### src/rtl/htd_arb.sv
// htd_arb: 4-port round-robin packet arbiter with one-cycle registered data merge.
// Optional HTD_ARB_STATS_EN adds packet and timeout release counters.
module htd_arb #(
    parameter int DATA_WIDTH = 8,
    parameter int TIMEOUT    = 16
) (
    input  logic                          i_clk,
    input  logic                          i_rst,
    input  logic [3:0]                    i_req,
    output logic [3:0]                    o_gnt,
    input  logic [4*(DATA_WIDTH+1)-1:0]   iv_data,
    input  logic [3:0]                    i_data_wr,
    output logic [DATA_WIDTH:0]           ov_data,
    output logic                          o_data_wr
`ifdef HTD_ARB_STATS_EN
    ,
    output logic [15:0]                   ov_pkt_cnt,
    output logic [15:0]                   ov_timeout_cnt
`endif
);

    localparam int TW = DATA_WIDTH + 1;
    localparam int CW = $clog2(TIMEOUT + 1);

    typedef enum logic [1:0] {S_IDLE, S_WAIT, S_XFER} state_t;

    state_t          r_state, w_state_nxt;
    logic [CW-1:0]   r_cnt;
    logic [1:0]      r_last;
    logic [1:0]      w_win;
    logic            w_win_vld;
    logic [1:0]      w_gidx;
    logic            w_req_g, w_wr_g;
    logic [TW-1:0]   w_data_g;
    logic            w_release, w_timeout;
    logic [3:0]      w_gnt_nxt;
    logic            w_dwr_nxt;

    // Round-robin search starting just after the last released port.
    always_comb begin
        logic [1:0] v_idx;
        w_win     = '0;
        w_win_vld = 1'b0;
        v_idx     = '0;
        for (int i = 1; i <= 4; i++) begin
            v_idx = r_last + 2'(i);
            if (!w_win_vld && i_req[v_idx]) begin
                w_win     = v_idx;
                w_win_vld = 1'b1;
            end
        end
    end

    always_comb begin
        w_gidx = '0;
        for (int n = 0; n < 4; n++)
            if (o_gnt[n]) w_gidx = 2'(n);
    end

    assign w_req_g  = |(i_req & o_gnt);
    assign w_wr_g   = |(i_data_wr & o_gnt);
    assign w_data_g = iv_data[int'(w_gidx)*TW +: TW];

    always_ff @(posedge i_clk or posedge i_rst) begin
        if (i_rst) begin
            r_state <= S_IDLE;
            r_cnt   <= '0;
            r_last  <= 2'd3;
        end else begin
            r_state <= w_state_nxt;
            r_cnt   <= (r_state == S_WAIT && w_state_nxt == S_WAIT) ? r_cnt + 1'b1 : '0;
            if (w_release) r_last <= w_gidx;
        end
    end

    // Strobe wins over drop, drop wins over timeout.
    always_comb begin
        w_state_nxt = r_state;
        w_release   = 1'b0;
        w_timeout   = 1'b0;
        case (r_state)
            S_IDLE: if (w_win_vld) w_state_nxt = S_WAIT;
            S_WAIT: begin
                if (w_wr_g) begin
                    w_state_nxt = S_XFER;
                end else if (!w_req_g) begin
                    w_state_nxt = S_IDLE;
                    w_release   = 1'b1;
                end else if (r_cnt == CW'(TIMEOUT - 1)) begin
                    w_state_nxt = S_IDLE;
                    w_release   = 1'b1;
                    w_timeout   = 1'b1;
                end
            end
            S_XFER: if (!w_wr_g) begin
                w_state_nxt = S_IDLE;
                w_release   = 1'b1;
            end
            default: w_state_nxt = S_IDLE;
        endcase
    end

    always_comb begin
        w_gnt_nxt = '0;
        w_dwr_nxt = 1'b0;
        case (r_state)
            S_IDLE:         if (w_win_vld) w_gnt_nxt = 4'(1) << w_win;
            S_WAIT, S_XFER: begin
                w_gnt_nxt = w_release ? 4'b0 : o_gnt;
                w_dwr_nxt = w_wr_g;
            end
            default: ;
        endcase
    end

    // ov_data only loads on a granted strobe so it holds the last word otherwise.
    always_ff @(posedge i_clk or posedge i_rst) begin
        if (i_rst) begin
            o_gnt     <= '0;
            o_data_wr <= 1'b0;
            ov_data   <= '0;
        end else begin
            o_gnt     <= w_gnt_nxt;
            o_data_wr <= w_dwr_nxt;
            if (w_dwr_nxt) ov_data <= w_data_g;
        end
    end

`ifdef HTD_ARB_STATS_EN
    always_ff @(posedge i_clk or posedge i_rst) begin
        if (i_rst) begin
            ov_pkt_cnt     <= '0;
            ov_timeout_cnt <= '0;
        end else begin
            if (w_release && r_state == S_XFER) ov_pkt_cnt <= ov_pkt_cnt + 16'd1;
            if (w_timeout) ov_timeout_cnt <= ov_timeout_cnt + 16'd1;
        end
    end
`endif

endmodule
### config.mk
export PLATFORM = sky130hd
export DESIGN_NAME = htd_arb
export DESIGN_NICKNAME = d
export VERILOG_FILES = /design/src/rtl/htd_arb.sv
export SDC_FILE = /design/constraint.sdc
export NUM_CORES = 1
export LEC_CHECK = 0
export ABC_CLOCK_PERIOD_IN_PS = 3400
export CORE_ASPECT_RATIO = 1.75
export CORE_MARGIN = 2
export CORE_UTILIZATION = 30
export CTS_CLUSTER_SIZE = 14
export DETAILED_ROUTE_END_ITERATION = 7
export HOLD_SLACK_MARGIN = 0.08
export MAX_ROUTING_LAYER = met4
export PLACE_DENSITY = 0.63
export SETUP_SLACK_MARGIN = 0.5
export SLEW_MARGIN = 20
export SYNTH_ARGS = -nofsm -noshare
export SYNTH_HDL_FRONTEND = slang
export SYNTH_SLANG_ARGS = --single-unit
### constraint.sdc
create_clock -name i_clk -period 3.4 [get_ports i_clk]
set_input_delay 0.68 -clock i_clk [delete_from_list [all_inputs] [get_ports i_clk]]
set_output_delay 0.68 -clock i_clk [all_outputs]
set_load 0.005 [all_outputs]
==> impl_metrics.toml <==
[sta]
setup_viol = 0
skew_ns = 0.000711
setup_tns_ns = 0
finalWorstSetupSlack_ns = 0.951
drv_slew = 0
max_slew_margin_pct = 44.0
period_share_pct = 72.0
period_minus_slack_ns = 2.45
fmax_mhz = 408
tightest_slew_ns = 0.840
hold_viol = 0
rsz0062_at_grt = "false"

[placement]
place.gp.congestion = 0.780
port-buffer-count = 59
dp_cells = 264
place_ws_ns = 0.941
hpwlAfterDp_um = 3030

[logic_synthesis]
postSynthAreaPerCell_sq_um = 9.88
postSynthCellCount = 157
syn_nets = 209
yosysWarnings = 0
syn_area_sq_um = 1550
ys_types = 41
synth-seq-cells = 23
synth_sequential_area_ratio_pct = 37.3

[routing]
drt_iter0_drc = 7
antenna_left = 0
firstDrtPassIters = 2
vias = 1352
post_drt_wl_per_cell_um = 13.7
drcViolationCount = 0
viasPerCell = 5.04
drt-total-wl_um = 3680

[worst_setup_path]
cp.buffers_inverters = 1
max_stage_delay_ns = 0.87
critPathArrivalTime_ns = 1.77
worstPathCellList = "clkdlybuf4s50_1"
r2r_end = "o_gnt[0]$_DFFE_PP0P_"
r2r_cells = 4
cp-start-kind = "register"
crit_type = "register to primary output"
critical_path_required_ns = 2.72
critical_path_depth = 1
crit_family = "flip-flops"
r2r_start = "o_gnt[3]$_DFFE_PP0P_"
slowest_stage = "dfrtp_1"
crit_path_end = "o_gnt[3]"
r2r_setup_slack_ns = 1.35
end_kind = "primary output"
worstPathMaxFanout = 15
cp-startpoint = "o_gnt[3]$_DFFE_PP0P_"

[power]
ir_drop_mv = 0.399
clkPwrFrac_pct = 11.1
p_per_area_nw_per_um2 = 672
internal_power_mw = 0.888
combPwrFrac_pct = 53.9
power.leakage_nw = 0.905
switchingPower_mw = 0.606
power_mw = 1.49
p_sw_share_pct = 40.6
seq_power_share_pct = 34.9

[finish]
fin_nets = 267
final_util_pct = 44.6
diodes = 0
seqCellArea_sq_um = 578
fillCellCount = 514
final_layout_size_suffix_gt1_share_pct = 9.81
syn_to_final_growth_pct = 43.2
fin_cells = 268
multi_input_area_sq_um = 907

[cts]
cts_tree = "done"
postCtsSetupBuffers = 0
clock_sinks = 23
ctsHtreeMaxLevel = 1
clk_path_buf_depth = 2
cts_buffers = 3
cts_resized = 0
clk_latency_ns = 0.26
cts_hold_buf = 0
clkTransAtPathRegs_ns = 0.08
cts-root-buf = "clkbuf_8"

[floorplan]
num_rows = 34
die_w_um = 58.4
die_h_um = 99.1
ios = 60
start_util_pct = 31.2
core_area_sq_um = 4980
die-area_sq_um = 5790

[min_path]
hold_path_class = "register to register"

[run_status]
status = "finished clean"

[global_route]
grt_usage_pct = 14.2
grt-ovfl-total = 0
grt_max_degree = 24
grt_pass1_wl_um = 6300
grt_pass1_vias = 1362
antenna_found_initial = 0

[run]
drv_cap = 0
[registers in the layout, summed over array words and instances, names as in the netlist]
register   cells
r_cnt          5
o_data_wr      1
r_last         2
ov_data        9
r_state        2
o_gnt          4
[cell usage after synthesis (all sizes together)]
cell type | number | area share [%]
o21bai | 1 | 0.48
nor4b | 1 | 0.97
a21oi | 5 | 1.9
and3b | 1 | 0.56
nor3b | 1 | 0.48
nand2 | 20 | 5.0
clkbuf | 3 | 0.73
inv | 9 | 2.2
nor4 | 7 | 3.6
dfrtp | 21 | 34
and3 | 3 | 1.2
a211oi | 1 | 0.81
buf | 3 | 1.4
xnor2 | 1 | 0.56
nand3 | 1 | 0.32
or4 | 1 | 0.48
a2111o | 1 | 0.73
or2 | 1 | 0.40
nor2 | 4 | 0.97
o21ai | 19 | 6.1
a221oi | 1 | 0.97
o311a | 2 | 1.3
mux2 | 3 | 2.2
o31a | 1 | 0.56
ha | 6 | 4.8
a31oi | 1 | 0.40
nor3 | 1 | 0.32
nand2b | 3 | 1.2
a22oi | 4 | 3.8
xor2 | 1 | 0.56
a21o | 1 | 0.48
o31ai | 2 | 1.9
dfstp | 2 | 3.4
nor2b | 3 | 1.2
mux2i | 22 | 14
[worst min path at each step]
stage	depth (start not counted)	from	slack, ns	to
after global routing	1	r_cnt[0]$_DFF_PP0_	0.50	r_cnt[0]$_DFF_PP0_
final	2	ov_data[2]$_DFFE_PP0P_	0.48	ov_data[2]$_DFFE_PP0P_
after CTS	1	r_cnt[0]$_DFF_PP0_	0.48	r_cnt[0]$_DFF_PP0_
after floorplan	1	r_cnt[0]$_DFF_PP0_	0.44	r_cnt[0]$_DFF_PP0_
after global placement	2	ov_data[4]$_DFFE_PP0P_	0.46	ov_data[4]$_DFFE_PP0P_
after detailed placement	2	ov_data[2]$_DFFE_PP0P_	0.47	ov_data[2]$_DFFE_PP0P_
[power by group through the flow]
stage / combinational [mW] / clock, mW / sequential (mW)
floorplan: 0.573 / 0 / 0.460
global placement: 0.813 / 0 / 0.528
detailed placement: 0.819 / 0 / 0.529
CTS: 0.821 / 0.171 / 0.526
global route: 0.904 / 0.181 / 0.544
finish: 0.806 / 0.166 / 0.522
[routing by layer]
metal | track usage [%] | part of all wire (%) | wire, um | vias up
met1 | 15.9 | 39 | 1420 | 629
li1 | - | - | - | 686
met3 | 1.04 | 3.3 | 122 | 4
met4 | 5.90 | 1.7 | 64 | 0
met2 | 25.2 | 56 | 2070 | 33
met5 | - | 0 | 0 | -
[per-stage QoR]
step / area (sq um) / hold slack, ns
global placement: 2180 / 0.462
floorplan: 1550 / 0.444
finish: 2220 / 0.479
detailed placement: 2180 / 0.469
global route: 2220 / 0.496
CTS: 2220 / 0.482
[layout make-up]
type	instances	share of cell area (%)
Timing Repair Buffer	59	26.6
Multi-Input combinational cell	119	40.8
Clock buffer	4	2.03
Sequential cell	23	26.0
Inverter	9	1.52
Tap cell	54	3.04
[logic make-up (layout without fill, tap and decap cells)]
kind of cell,after synthesis,after routing,synth area share (%)
xor gates and xnor gates,2,2,1.13
muxes,25,25,16.4
buffers and inverters,15,72,4.27
AOI/OAI and AO/OA,39,39,19.4
adders and majority gates,6,6,4.84
DFF,23,23,37.3
and+or+nand+nor,47,47,16.8
[placed cells by master (no fill, tap or decap), types with 2 or more instances in the layout]
master,netlist,routed
clkdlybuf4s50_1,0,59
mux2i_1,22,22
dfrtp_1,21,21
nand2_1,19,19
o21ai_0,19,19
inv_1,9,9
ha_1,6,6
nor4_1,5,5
a21oi_1,4,4
nor2_1,4,4
a22oi_2,3,3
nand2b_1,3,3
nor2b_1,3,3
mux2_2,3,3
and3_1,3,3
clkbuf_8,0,3
o311a_1,2,2
nor4_2,2,2
dfstp_2,2,2
No activity file was read; power rests on OpenSTA's default activity.
